==> config.mk <==
export PLATFORM = sky130hd
export DESIGN_NAME = instruction_encoder
export DESIGN_NICKNAME = d
export VERILOG_FILES = /design/src/rtl/riscv_pkg.sv /design/src/rtl/imm_packer.sv /design/src/rtl/instruction_encoder.sv
export SDC_FILE = /design/constraint.sdc
export NUM_CORES = 1
export LEC_CHECK = 0
export ABC_AREA = 1
export CAP_MARGIN = 10
export CORE_ASPECT_RATIO = 0.9
export CORE_MARGIN = 2
export CORE_UTILIZATION = 51
export CTS_CLUSTER_SIZE = 30
export DETAILED_ROUTE_END_ITERATION = 8
export PLACE_DENSITY = 0.79
export SLEW_MARGIN = 20
export SYNTH_ARGS = -nofsm -noshare
export SYNTH_HDL_FRONTEND = slang
export SYNTH_SLANG_ARGS = --single-unit
==> constraint.sdc <==
create_clock -name clk -period 2.65 [get_ports clk]
set_clock_uncertainty 0.15 [all_clocks]
set_input_delay 0.53 -clock clk [delete_from_list [all_inputs] [get_ports clk]]
set_output_delay 0.53 -clock clk [all_outputs]
set_load 0.03 [all_outputs]
==> src/rtl/riscv_pkg.sv <==
// Shared RV64I encoding definitions: instruction formats, major opcodes and
// the immediate ranges each format can represent.
package riscv_pkg;

    typedef enum logic [2:0] {
        FmtR = 3'd0,
        FmtI = 3'd1,
        FmtS = 3'd2,
        FmtB = 3'd3,
        FmtU = 3'd4,
        FmtJ = 3'd5
    } fmt_e;

    localparam logic [6:0] OpcOp     = 7'b0110011;
    localparam logic [6:0] OpcOpImm  = 7'b0010011;
    localparam logic [6:0] OpcLoad   = 7'b0000011;
    localparam logic [6:0] OpcStore  = 7'b0100011;
    localparam logic [6:0] OpcBranch = 7'b1100011;
    localparam logic [6:0] OpcLui    = 7'b0110111;
    localparam logic [6:0] OpcAuipc  = 7'b0010111;
    localparam logic [6:0] OpcJal    = 7'b1101111;
    localparam logic [6:0] OpcJalr   = 7'b1100111;

    localparam longint ImmIMin = -64'sd2048;
    localparam longint ImmIMax = 64'sd2047;
    localparam longint ImmBMin = -64'sd4096;
    localparam longint ImmBMax = 64'sd4094;
    localparam longint ImmJMin = -64'sd1048576;
    localparam longint ImmJMax = 64'sd1048574;

endpackage

==> src/rtl/imm_packer.sv <==
// Scatters a signed immediate into its format's instruction-bit slots and
// reports whether the format can represent the value exactly.
module imm_packer
    import riscv_pkg::*;
(
    input  logic [2:0]         fmt,
    input  logic signed [63:0] imm,
    output logic [31:0]        imm_bits,
    output logic               legal
);

    logic upper_sext;

    // U immediates must be a sign-extended 32-bit value.
    assign upper_sext = (&imm[63:31]) | ~(|imm[63:31]);

    always_comb begin
        imm_bits = '0;
        legal    = 1'b0;
        case (fmt)
            FmtR: begin
                legal = 1'b1;
            end
            FmtI: begin
                imm_bits = {imm[11:0], 20'b0};
                legal    = (imm >= ImmIMin) && (imm <= ImmIMax);
            end
            FmtS: begin
                imm_bits = {imm[11:5], 13'b0, imm[4:0], 7'b0};
                legal    = (imm >= ImmIMin) && (imm <= ImmIMax);
            end
            FmtB: begin
                imm_bits = {imm[12], imm[10:5], 13'b0, imm[4:1], imm[11], 7'b0};
                legal    = (imm >= ImmBMin) && (imm <= ImmBMax) && !imm[0];
            end
            FmtU: begin
                imm_bits = {imm[31:12], 12'b0};
                legal    = (imm[11:0] == 12'b0) && upper_sext;
            end
            FmtJ: begin
                imm_bits = {imm[20], imm[10:1], imm[11], imm[19:12], 12'b0};
                legal    = (imm >= ImmJMin) && (imm <= ImmJMax) && !imm[0];
            end
            default: begin
                legal = 1'b0;
            end
        endcase
    end

endmodule

==> src/rtl/instruction_encoder.sv <==
// Encodes one RV64I field bundle per transaction and writes the resulting word
// to sequential instruction-memory addresses, rejecting unrepresentable immediates.
module instruction_encoder
    import riscv_pkg::*;
#(
    parameter int unsigned ADDR_WIDTH = 8
) (
    input  logic                  clk,
    input  logic                  rst_n,
    input  logic                  in_valid,
    output logic                  in_ready,
    input  logic [2:0]            format,
    input  logic [6:0]            opcode,
    input  logic [2:0]            funct3,
    input  logic [6:0]            funct7,
    input  logic [4:0]            rd,
    input  logic [4:0]            rs1,
    input  logic [4:0]            rs2,
    input  logic signed [63:0]    imm,
    input  logic                  clear,
    output logic                  mem_we,
    input  logic                  mem_ready,
    output logic [ADDR_WIDTH-1:0] mem_addr,
    output logic [31:0]           mem_wdata,
    output logic                  range_err,
    output logic [7:0]            err_count,
    output logic                  wrapped
);

    typedef enum logic [1:0] {StIdle, StCheck, StWrite, StErr} state_e;

    state_e             state_q;
    logic [2:0]         fmt_q;
    logic [6:0]         opcode_q;
    logic [2:0]         funct3_q;
    logic [6:0]         funct7_q;
    logic [4:0]         rd_q;
    logic [4:0]         rs1_q;
    logic [4:0]         rs2_q;
    logic signed [63:0] imm_q;

    logic [31:0] imm_bits;
    logic        imm_legal;
    logic [31:0] base_word;
    logic [31:0] enc_word;

    imm_packer u_imm_packer (
        .fmt      (fmt_q),
        .imm      (imm_q),
        .imm_bits (imm_bits),
        .legal    (imm_legal)
    );

    // Register fields only in the slots their format defines; others stay zero.
    always_comb begin
        base_word = {25'b0, opcode_q};
        case (fmt_q)
            FmtR:       base_word = {funct7_q, rs2_q, rs1_q, funct3_q, rd_q, opcode_q};
            FmtI:       base_word = {12'b0, rs1_q, funct3_q, rd_q, opcode_q};
            FmtS, FmtB: base_word = {7'b0, rs2_q, rs1_q, funct3_q, 5'b0, opcode_q};
            FmtU, FmtJ: base_word = {20'b0, rd_q, opcode_q};
            default:    base_word = {25'b0, opcode_q};
        endcase
    end

    assign enc_word = base_word | imm_bits;

    always_ff @(posedge clk or negedge rst_n) begin
        if (!rst_n) begin
            state_q   <= StIdle;
            in_ready  <= 1'b0;
            mem_we    <= 1'b0;
            mem_addr  <= '0;
            mem_wdata <= '0;
            range_err <= 1'b0;
            err_count <= '0;
            wrapped   <= 1'b0;
            fmt_q     <= '0;
            opcode_q  <= '0;
            funct3_q  <= '0;
            funct7_q  <= '0;
            rd_q      <= '0;
            rs1_q     <= '0;
            rs2_q     <= '0;
            imm_q     <= '0;
        end else begin
            range_err <= 1'b0;
            case (state_q)
                StIdle: begin
                    // A clear in the same cycle as an accept lands that bundle at 0.
                    if (clear) begin
                        mem_addr  <= '0;
                        err_count <= '0;
                    end
                    if (in_valid && in_ready) begin
                        fmt_q    <= format;
                        opcode_q <= opcode;
                        funct3_q <= funct3;
                        funct7_q <= funct7;
                        rd_q     <= rd;
                        rs1_q    <= rs1;
                        rs2_q    <= rs2;
                        imm_q    <= imm;
                        in_ready <= 1'b0;
                        state_q  <= StCheck;
                    end else begin
                        in_ready <= 1'b1;
                    end
                end
                StCheck: begin
                    if (imm_legal) begin
                        mem_wdata <= enc_word;
                        mem_we    <= 1'b1;
                        state_q   <= StWrite;
                    end else begin
                        range_err <= 1'b1;
                        if (err_count != 8'hFF) begin
                            err_count <= err_count + 8'd1;
                        end
                        state_q <= StErr;
                    end
                end
                StWrite: begin
                    if (mem_ready) begin
                        mem_we   <= 1'b0;
                        mem_addr <= mem_addr + 1'b1;
                        if (&mem_addr) begin
                            wrapped <= 1'b1;
                        end
                        in_ready <= 1'b1;
                        state_q  <= StIdle;
                    end
                end
                StErr: begin
                    in_ready <= 1'b1;
                    state_q  <= StIdle;
                end
                default: begin
                    state_q <= StIdle;
                end
            endcase
        end
    end

endmodule

==> results of run 1 <==
-- power by group through the flow --
stage	Combinational [mW]	Sequential, mW	Clock, mW
6_report	4.56	4.32	2.52
5_1_grt	5.12	4.46	2.65
4_1_cts	4.55	4.29	2.55
3_5_place_dp	4.52	4.31	0
3_3_place_gp	4.41	4.29	0
2_1_floorplan	2.50	4.52	0
-- cell type report --
type	count	area (um^2)	share of cell area (%)
timing repair buffer	171	1750	17.8
multi-input combinational	721	3130	31.9
sequential	153	3830	39.0
clock buffer	17	425	4.34
tap	193	241	2.46
clock inverter	15	189	1.93
inverter	65	246	2.51
-- timing repair --
action,in CTS,in global routing
gates resized for setup,0,2
endpoints found under the setup margin,0,3
hold buffers,1,0
endpoints found under the hold margin,53,0
-- cells in the mapped netlist, drive strengths merged (2+ instances only) --
library cell    n  area [um^2]
o21ai          68          340
buf            12         67.6
nor3           10         50.1
a211oi          2         15.0
a31oi           4         25.0
xor2            4         35.0
nand4          17          106
o211ai          2         15.0
inv            64          240
a221oi          7         61.3
nand2         403         1530
nand3          47          240
ha              2         25.0
nor2          123          469
o22ai           9         56.3
nor4            4         25.0
a21oi           9         45.0
clkbuf         23         87.6
xnor2           2         17.5
dfrtp         153         3830
-- cell usage in the layout, fill, tap and decap left out, types with 7 or more instances in the layout --
cell type and n:
o21ai_1 12, nand4_1 17, clkbuf_16 17, a221oi_1 7
dfrtp_1 153, inv_1 62, a21oi_1 9, nor3_1 10
nand2_1 400, buf_4 9, clkdlybuf4s50_1 154, nor2_1 119
o21ai_0 56, nand3_1 45, o22ai_1 9
-- cell families (layout without fill, tap and decap cells) --
kind of cell,count (synthesis),after routing,share of synthesized area [%]
adder cells (fa/ha/maj),2,2,0.341
AO/OA/AOI/OAI,105,105,8.07
AND/OR/NAND/NOR,608,608,33.3
flip-flops,153,153,52.1
buffers and inverters,100,268,5.43
XOR/XNOR,6,6,0.715
-- stage by stage --
stage	setup WS, ps	std cells
4_1_cts	339	1335
6_report	246	1335
2_1_floorplan	604	974
3_5_place_dp	182	1302
5_1_grt	37.3	1335
3_3_place_gp	322	1302
-- worst max path at each step --
| stage | slack, ps | cells past startpoint | endpoint |
|---|---|---|---|
| floorplan | 600 | 7 | err_count[2]$_DFFE_PN0P_ |
| global placement | 320 | 8 | mem_addr[6]$_DFFE_PN0P_ |
| detailed placement | 180 | 8 | mem_addr[6]$_DFFE_PN0P_ |
| CTS | 340 | 16 | err_count[1]$_DFFE_PN0P_ |
| global route | 40 | 16 | mem_wdata[28]$_DFFE_PN0P_ |
| finish | 250 | 14 | mem_wdata[28]$_DFFE_PN0P_ |
-- worst register-to-register path, stage by stage (launching register included) --
cell and delay [ps]:
dfrtp_1 460, nand2_1 80, nor2_1 240, nand2_1 80, nor2_1 90, nand2_1 80
o21ai_0 220, nand2_1 90, nand2_1 80, nand3_2 100, nand2_4 100, nand2_4 130
buf_12 230, nand2_1 70, o21ai_0 80
-- sequential cells by signal, summed over array words and instances, names as in the netlist --
| name | flops |
|---|---|
| err_count | 8 |
| fmt_q | 3 |
| funct3_q | 3 |
| funct7_q | 7 |
| imm_q | 64 |
| in_ready | 1 |
| mem_addr | 8 |
| mem_wdata | 32 |
| mem_we | 1 |
| opcode_q | 7 |
| range_err | 1 |
| rd_q | 5 |
| rs1_q | 5 |
| rs2_q | 5 |
| state_q | 2 |
| wrapped | 1 |
-- per-layer routing --
layer	up-vias	track usage, %	routed length [um]
li1	3422	-	-
met1	3269	42.3	9340
met2	302	39.7	8840
met3	34	6.00	1590
met4	0	9.31	416
met5	-	0	0
==> results_dict.tcl, run 1 <==
set metrics [dict create \
    final_cell_area_um2 9810 \
    cts.reportedPaths.clkPinSlew_ps 60 \
    post-route-period-util_pct 90.7 \
    cts_buffer_depth 2 \
    synth-seq-cells 153 \
    cts_setup_buffers 0 \
    drtIter0Drc 778 \
    hold_path.class "reg -> reg" \
    p_leak_nw 4.57 \
    finalCoreUtilization_pct 69.8 \
    critPathTopFamily "simple AND/OR/NAND/NOR gates" \
    synth-warning-count 0 \
    drive_above_1_share_pct 5.25 \
    combPwrFrac_pct 40.0 \
    nFillCells 1194 \
    cp-end-kind "register" \
    synthArstFlopShare_pct 100 \
    critPathArrivalTime_ps 2550 \
    ys.flop_type "dfrtp_1" \
    synth.distinct_cells 37 \
    total_power_mw 11.4 \
    rr_endpoint "mem_wdata[28]$_DFFE_PN0P_" \
    n_antenna_cell 0 \
    synth-edff-count 0 \
    final_hold_viol_count 0 \
    r2r_cells 14 \
    cts_made_buffers 17 \
    max_cap_violations 0 \
    place_area_um2 9180 \
    grt-ovfl-total 0 \
    insertion_delay_ps 430 \
    cts_root_buf "clkbuf_16" \
    vias 7027 \
    io_pins 156 \
    syn_area_um2 7340 \
    cts.htree.levels 4 \
    place.gp.congestion 0.978 \
    power_density_nw_per_um2 1160 \
    nets 1235 \
    power_switching_mw 4.86 \
    wirelength_mm 20.2 \
    power_switching_share_pct 42.6 \
    cp_max_fo 46 \
    hold_ws_ps 324 \
    r2r-start "imm_q[40]$_DFFE_PN0P_" \
    critPathSlowestCell "dfrtp_1" \
    max_stage_delay_ps 460 \
    firstDrtPassIters 5 \
    slew_viol_final 0 \
    rows 41 \
    wl_per_cell_um 15.1 \
    setup_viol 0 \
    port-buffer-count 155 \
    die_w_um 130 \
    cp_cell_sequence "nand2_1, nor2_1, nand2_1, nor2_1, nand2_1, o21ai_0, nand2_1, nand2_1, nand3_2, nand2_4, nand2_4, buf_12, nand2_1, o21ai_0" \
    pwr-share-seq_pct 37.9 \
    die_area_um2 15400 \
    grt_pass1_wl_mm 33.5 \
    startpoint "imm_q[40]$_DFFE_PN0P_" \
    rsz0062_at_grt "false" \
    route.detailed.drc 0 \
    crit_type "reg -> reg" \
    cts_tree "done" \
    ir_drop_mv 0.693 \
    fin_crit_ps 2400 \
    cpMostUsedCell "nand2_1" \
    ant_nets 0 \
    cts_sinks 153 \
    syn-num-nets 1080 \
    worstSetupStartpointType "register" \
    r2r_slack_ps 250 \
    hold_start "mem_wdata[13]$_DFFE_PN0P_" \
    min_to "mem_wdata[13]$_DFFE_PN0P_" \
    coreArea_um2 14100 \
    grt_pass1_vias 6626 \
    syn_inst 974 \
    pwr-share-clk_pct 22.1 \
    initial_utilization_pct 52.3 \
    slew_headroom_pct 50.9 \
    status "completed" \
    antenna_found_initial 0 \
    die_h_um 118 \
    critPathRequiredTime_ps 2790 \
    grt_max_degree 66 \
    seq_area_frac_synth_pct 52.1 \
    fin_tns_setup_ps 0 \
    area_growth_pct 33.5 \
    avgViaCountPerCell 5.26 \
    avgSynthCellArea_um2 7.54 \
    grt_usage_pct 27.9 \
    holdPathStages 2 \
    p_int_mw 6.54 \
    worst_slew_pin_slew_ps 737 \
    path_buf_inv 1 \
    hpwl_mm 14.5 \
    fmax_ghz 0.416 \
]
Note: power is estimated with default switching activity, not from simulation.
==> inputs of run 2 (changes only) <==
--- a/config.mk
+++ b/config.mk
@@ -5,7 +5,6 @@
 export SDC_FILE = /design/constraint.sdc
 export NUM_CORES = 1
 export LEC_CHECK = 0
-export ABC_AREA = 1
 export CAP_MARGIN = 10
 export CORE_ASPECT_RATIO = 0.9
 export CORE_MARGIN = 2
@@ -16,4 +15,5 @@
 export SLEW_MARGIN = 20
 export SYNTH_ARGS = -nofsm -noshare
 export SYNTH_HDL_FRONTEND = slang
+export SYNTH_HIERARCHICAL = 1
 export SYNTH_SLANG_ARGS = --single-unit
==> run 2 against run 1 <==
  * The run now ends with negative setup slack left
  * Combinational power increased by 42%
  * Clock power decreased by 15%
  * Sequential power is essentially flat
  * Maximum frequency down 21%
  * Total power rose by 13%
  * Wire length grew 0.76%
  * Via count down 16%
  * Sequential share of layout area decreased by 3.3 points
  * Critical endpoint is now err_count[5]$_DFFE_PN0P_
==> results_dict.tcl, run 2 <==
set metrics [dict create \
    multiInputGateArea_um2 3430 \
    nets 970 \
    coreArea_um2 13900 \
    crit_type "reg -> reg" \
    die_w_um 129 \
    ant_nets 0 \
    synth-warning-count 6 \
    die_h_um 117 \
    p_leak_nw 4.62 \
    syn_inst 608 \
    slew_headroom_pct 61.1 \
    max_cap_violations 0 \
    top_register "imm_q" \
    drive_above_1_share_pct 34.4 \
    n_antenna_cell 0 \
    insertion_delay_ps 430 \
    final_hold_viol_count 0 \
    synth-edff-count 0 \
    vias 5905 \
    violations "negative setup slack" \
    yosysTopAreaCellShare_pct 53.2 \
    post-route-period-util_pct 115 \
    cts_made_buffers 17 \
    antenna_found_initial 0 \
    setup_viol 43 \
    initial_utilization_pct 51.7 \
    cts.reportedPaths.clkPinSlew_ps 60 \
    synth.area.top_cells "dfrtp_1 53%, mux2_4 13%, mux2_2 5.2%" \
    worst_slew_pin_slew_ps 584 \
    synthArstFlopShare_pct 100 \
    fmax_ghz 0.328 \
    regArea_um2 3830 \
    slew_viol_final 0 \
    cp-end-kind "register" \
    final_cell_mix "154 x clkdlybuf4s50_1, 153 x dfrtp_1, 84 x buf_4" \
    port-buffer-count 155 \
    yosys-top-cells-count "153 x dfrtp_1, 64 x mux2_4, 56 x nand2_1" \
    drtIter0Drc 374 \
    wirelength_mm 20.3 \
    cp_max_fo 7 \
    place_inst 1020 \
    biggestRegsByFlops "imm_q x64, mem_wdata x32" \
    hold_ws_ps 325 \
    grt_pass1_vias 5858 \
    cts_sinks 153 \
    synth.distinct_cells 56 \
    avgViaCountPerCell 5.55 \
    final_cells 1064 \
    grt-ovfl-total 0 \
    finalCoreUtilization_pct 77.1 \
    largest_reg_flops 64 \
    critPathRequiredTime_ps 2800 \
    area_growth_pct 49.0 \
    seq_area_frac_synth_pct 53.2 \
    ys.flop_type "dfrtp_1" \
    fin_tns_setup_ps -14670 \
    ir_drop_mv 0.568 \
    avgSynthCellArea_um2 11.8 \
    wl_per_cell_um 19.1 \
    syn_area_um2 7190 \
    cts_tree "done" \
    die_area_um2 15100 \
    rsz0062_at_grt "true" \
    nFillCells 867 \
    grt_usage_pct 25.6 \
    hpwl_mm 13.4 \
    status "complete, but fails checks" \
    power_density_nw_per_um2 1210 \
    setup_slack_ps -399 \
    total_power_mw 12.9 \
    grt_max_degree 62 \
    fin_crit_ps 3050 \
    io_pins 156 \
    firstDrtPassIters 5 \
    critPathArrivalTime_ps 3200 \
    synth_largest_area_cell "dfrtp_1" \
    synth-seq-cells 153 \
    hold_path.class "reg -> reg" \
    worstSetupStartpointType "register" \
    yosysMostFrequentCell "dfrtp_1" \
    cts.htree.levels 4 \
    route.detailed.drc 0 \
    cts_buffer_depth 2 \
    grt_pass1_wl_mm 29.7 \
    place.gp.congestion 0.895 \
    cts_root_buf "clkbuf_16" \
    rows 41 \
    final_common_cell "clkdlybuf4s50_1" \
]
[run 2: cell types whose count changed in the layout (fill, tap and decap cells not counted), sizes merged, moves of 8 or more]
cell,change
nand2,-347
buf,+91
inv,-58
nand3,-36
a22oi,+10
o22ai,-8
mux2,+97
clkbuf,+8
nor4,+16
nor2,-97
o21ai,-14
and3,+12
a21oi,+26
[run 2: repair_timing]
item,CTS,global route
setup buffers,1,7
pin swaps,6,36
gates resized for setup,20,117
endpoints found under the setup margin,43,43
hold buffers,1,0
cloned,5,4
endpoints found under the hold margin,58,0
[run 2: cell type report]
class,instances,share of cell area [%]
Clock buffer,22,4.15
Clock inverter,5,0.490
Inverter,13,0.455
Multi-Input combinational cell,413,32.0
Sequential cell,153,35.7
Tap cell,193,2.25
Timing Repair Buffer,265,24.9
[run 2: path summary, 6_finish.rpt]
| check | cells past startpoint | to | slack, ps | start |
|---|---|---|---|---|
| worst max-delay path | 12 | err_count[5]$_DFFE_PN0P_ | -400 | imm_q[44]$_DFFE_PN0P_ |
| worst min-delay path | 1 | wrapped$_DFFE_PN0P_ | 320 | wrapped$_DFFE_PN0P_ |
| worst max register to register | 12 | err_count[5]$_DFFE_PN0P_ | -400 | imm_q[44]$_DFFE_PN0P_ |
| worst min register to register | 1 | wrapped$_DFFE_PN0P_ | 320 | wrapped$_DFFE_PN0P_ |
| max in group asynchronous | 3 | rs2_q[1]$_DFFE_PN0P_ | 1180 | rst_n |
| min in group asynchronous | 2 | mem_wdata[2]$_DFFE_PN0P_ | 500 | rst_n |
[run 2: where the power goes]
group | switching [mW] | internal [mW]
clock network | 0.899 | 1.26
registers | 0.903 | 3.40
logic | 2.99 | 3.48
total | 4.79 | 8.14
[run 2: per-stage QoR]
stage / worst slack (ps) / instance area (um^2)
2_1_floorplan: -198 / 7220
3_3_place_gp: -346 / 9530
3_5_place_dp: -466 / 9530
4_1_cts: -380 / 10300
5_1_grt: -554 / 10700
6_report: -399 / 10700
[run 2: logic make-up (layout without fill, tap and decap cells)]
family	after synthesis	count (layout)	share of synthesized area (%)
AO/OA/AOI/OAI	120	120	9.67
adder cells (fa/ha/maj)	3	3	0.522
XOR/XNOR	4	4	0.487
other	1	7	0.0521
buffers and inverters	48	305	4.24
multiplexers	102	102	19.2
flip-flops	153	153	53.2
AND/OR/NAND/NOR	177	177	12.6
[run 2: per-layer routing]
metal	vias up	global-route usage (%)	wire, um
li1	2705	-	-
met1	2938	35.4	8710
met2	235	40.5	10000
met3	27	6.18	1230
met4	0	7.90	399
met5	-	0	0
[run 2: critical path, cell delays in order (launching register included)]
cell	delay, ps
dfrtp_1	390
nor4_2	310
nand4_1	120
or3_4	400
or3_4	340
a31oi_1	170
o21ai_1	90
a21oi_2	180
and2b_1	240
o221ai_4	210
buf_6	160
or4_1	120
a21oi_1	70
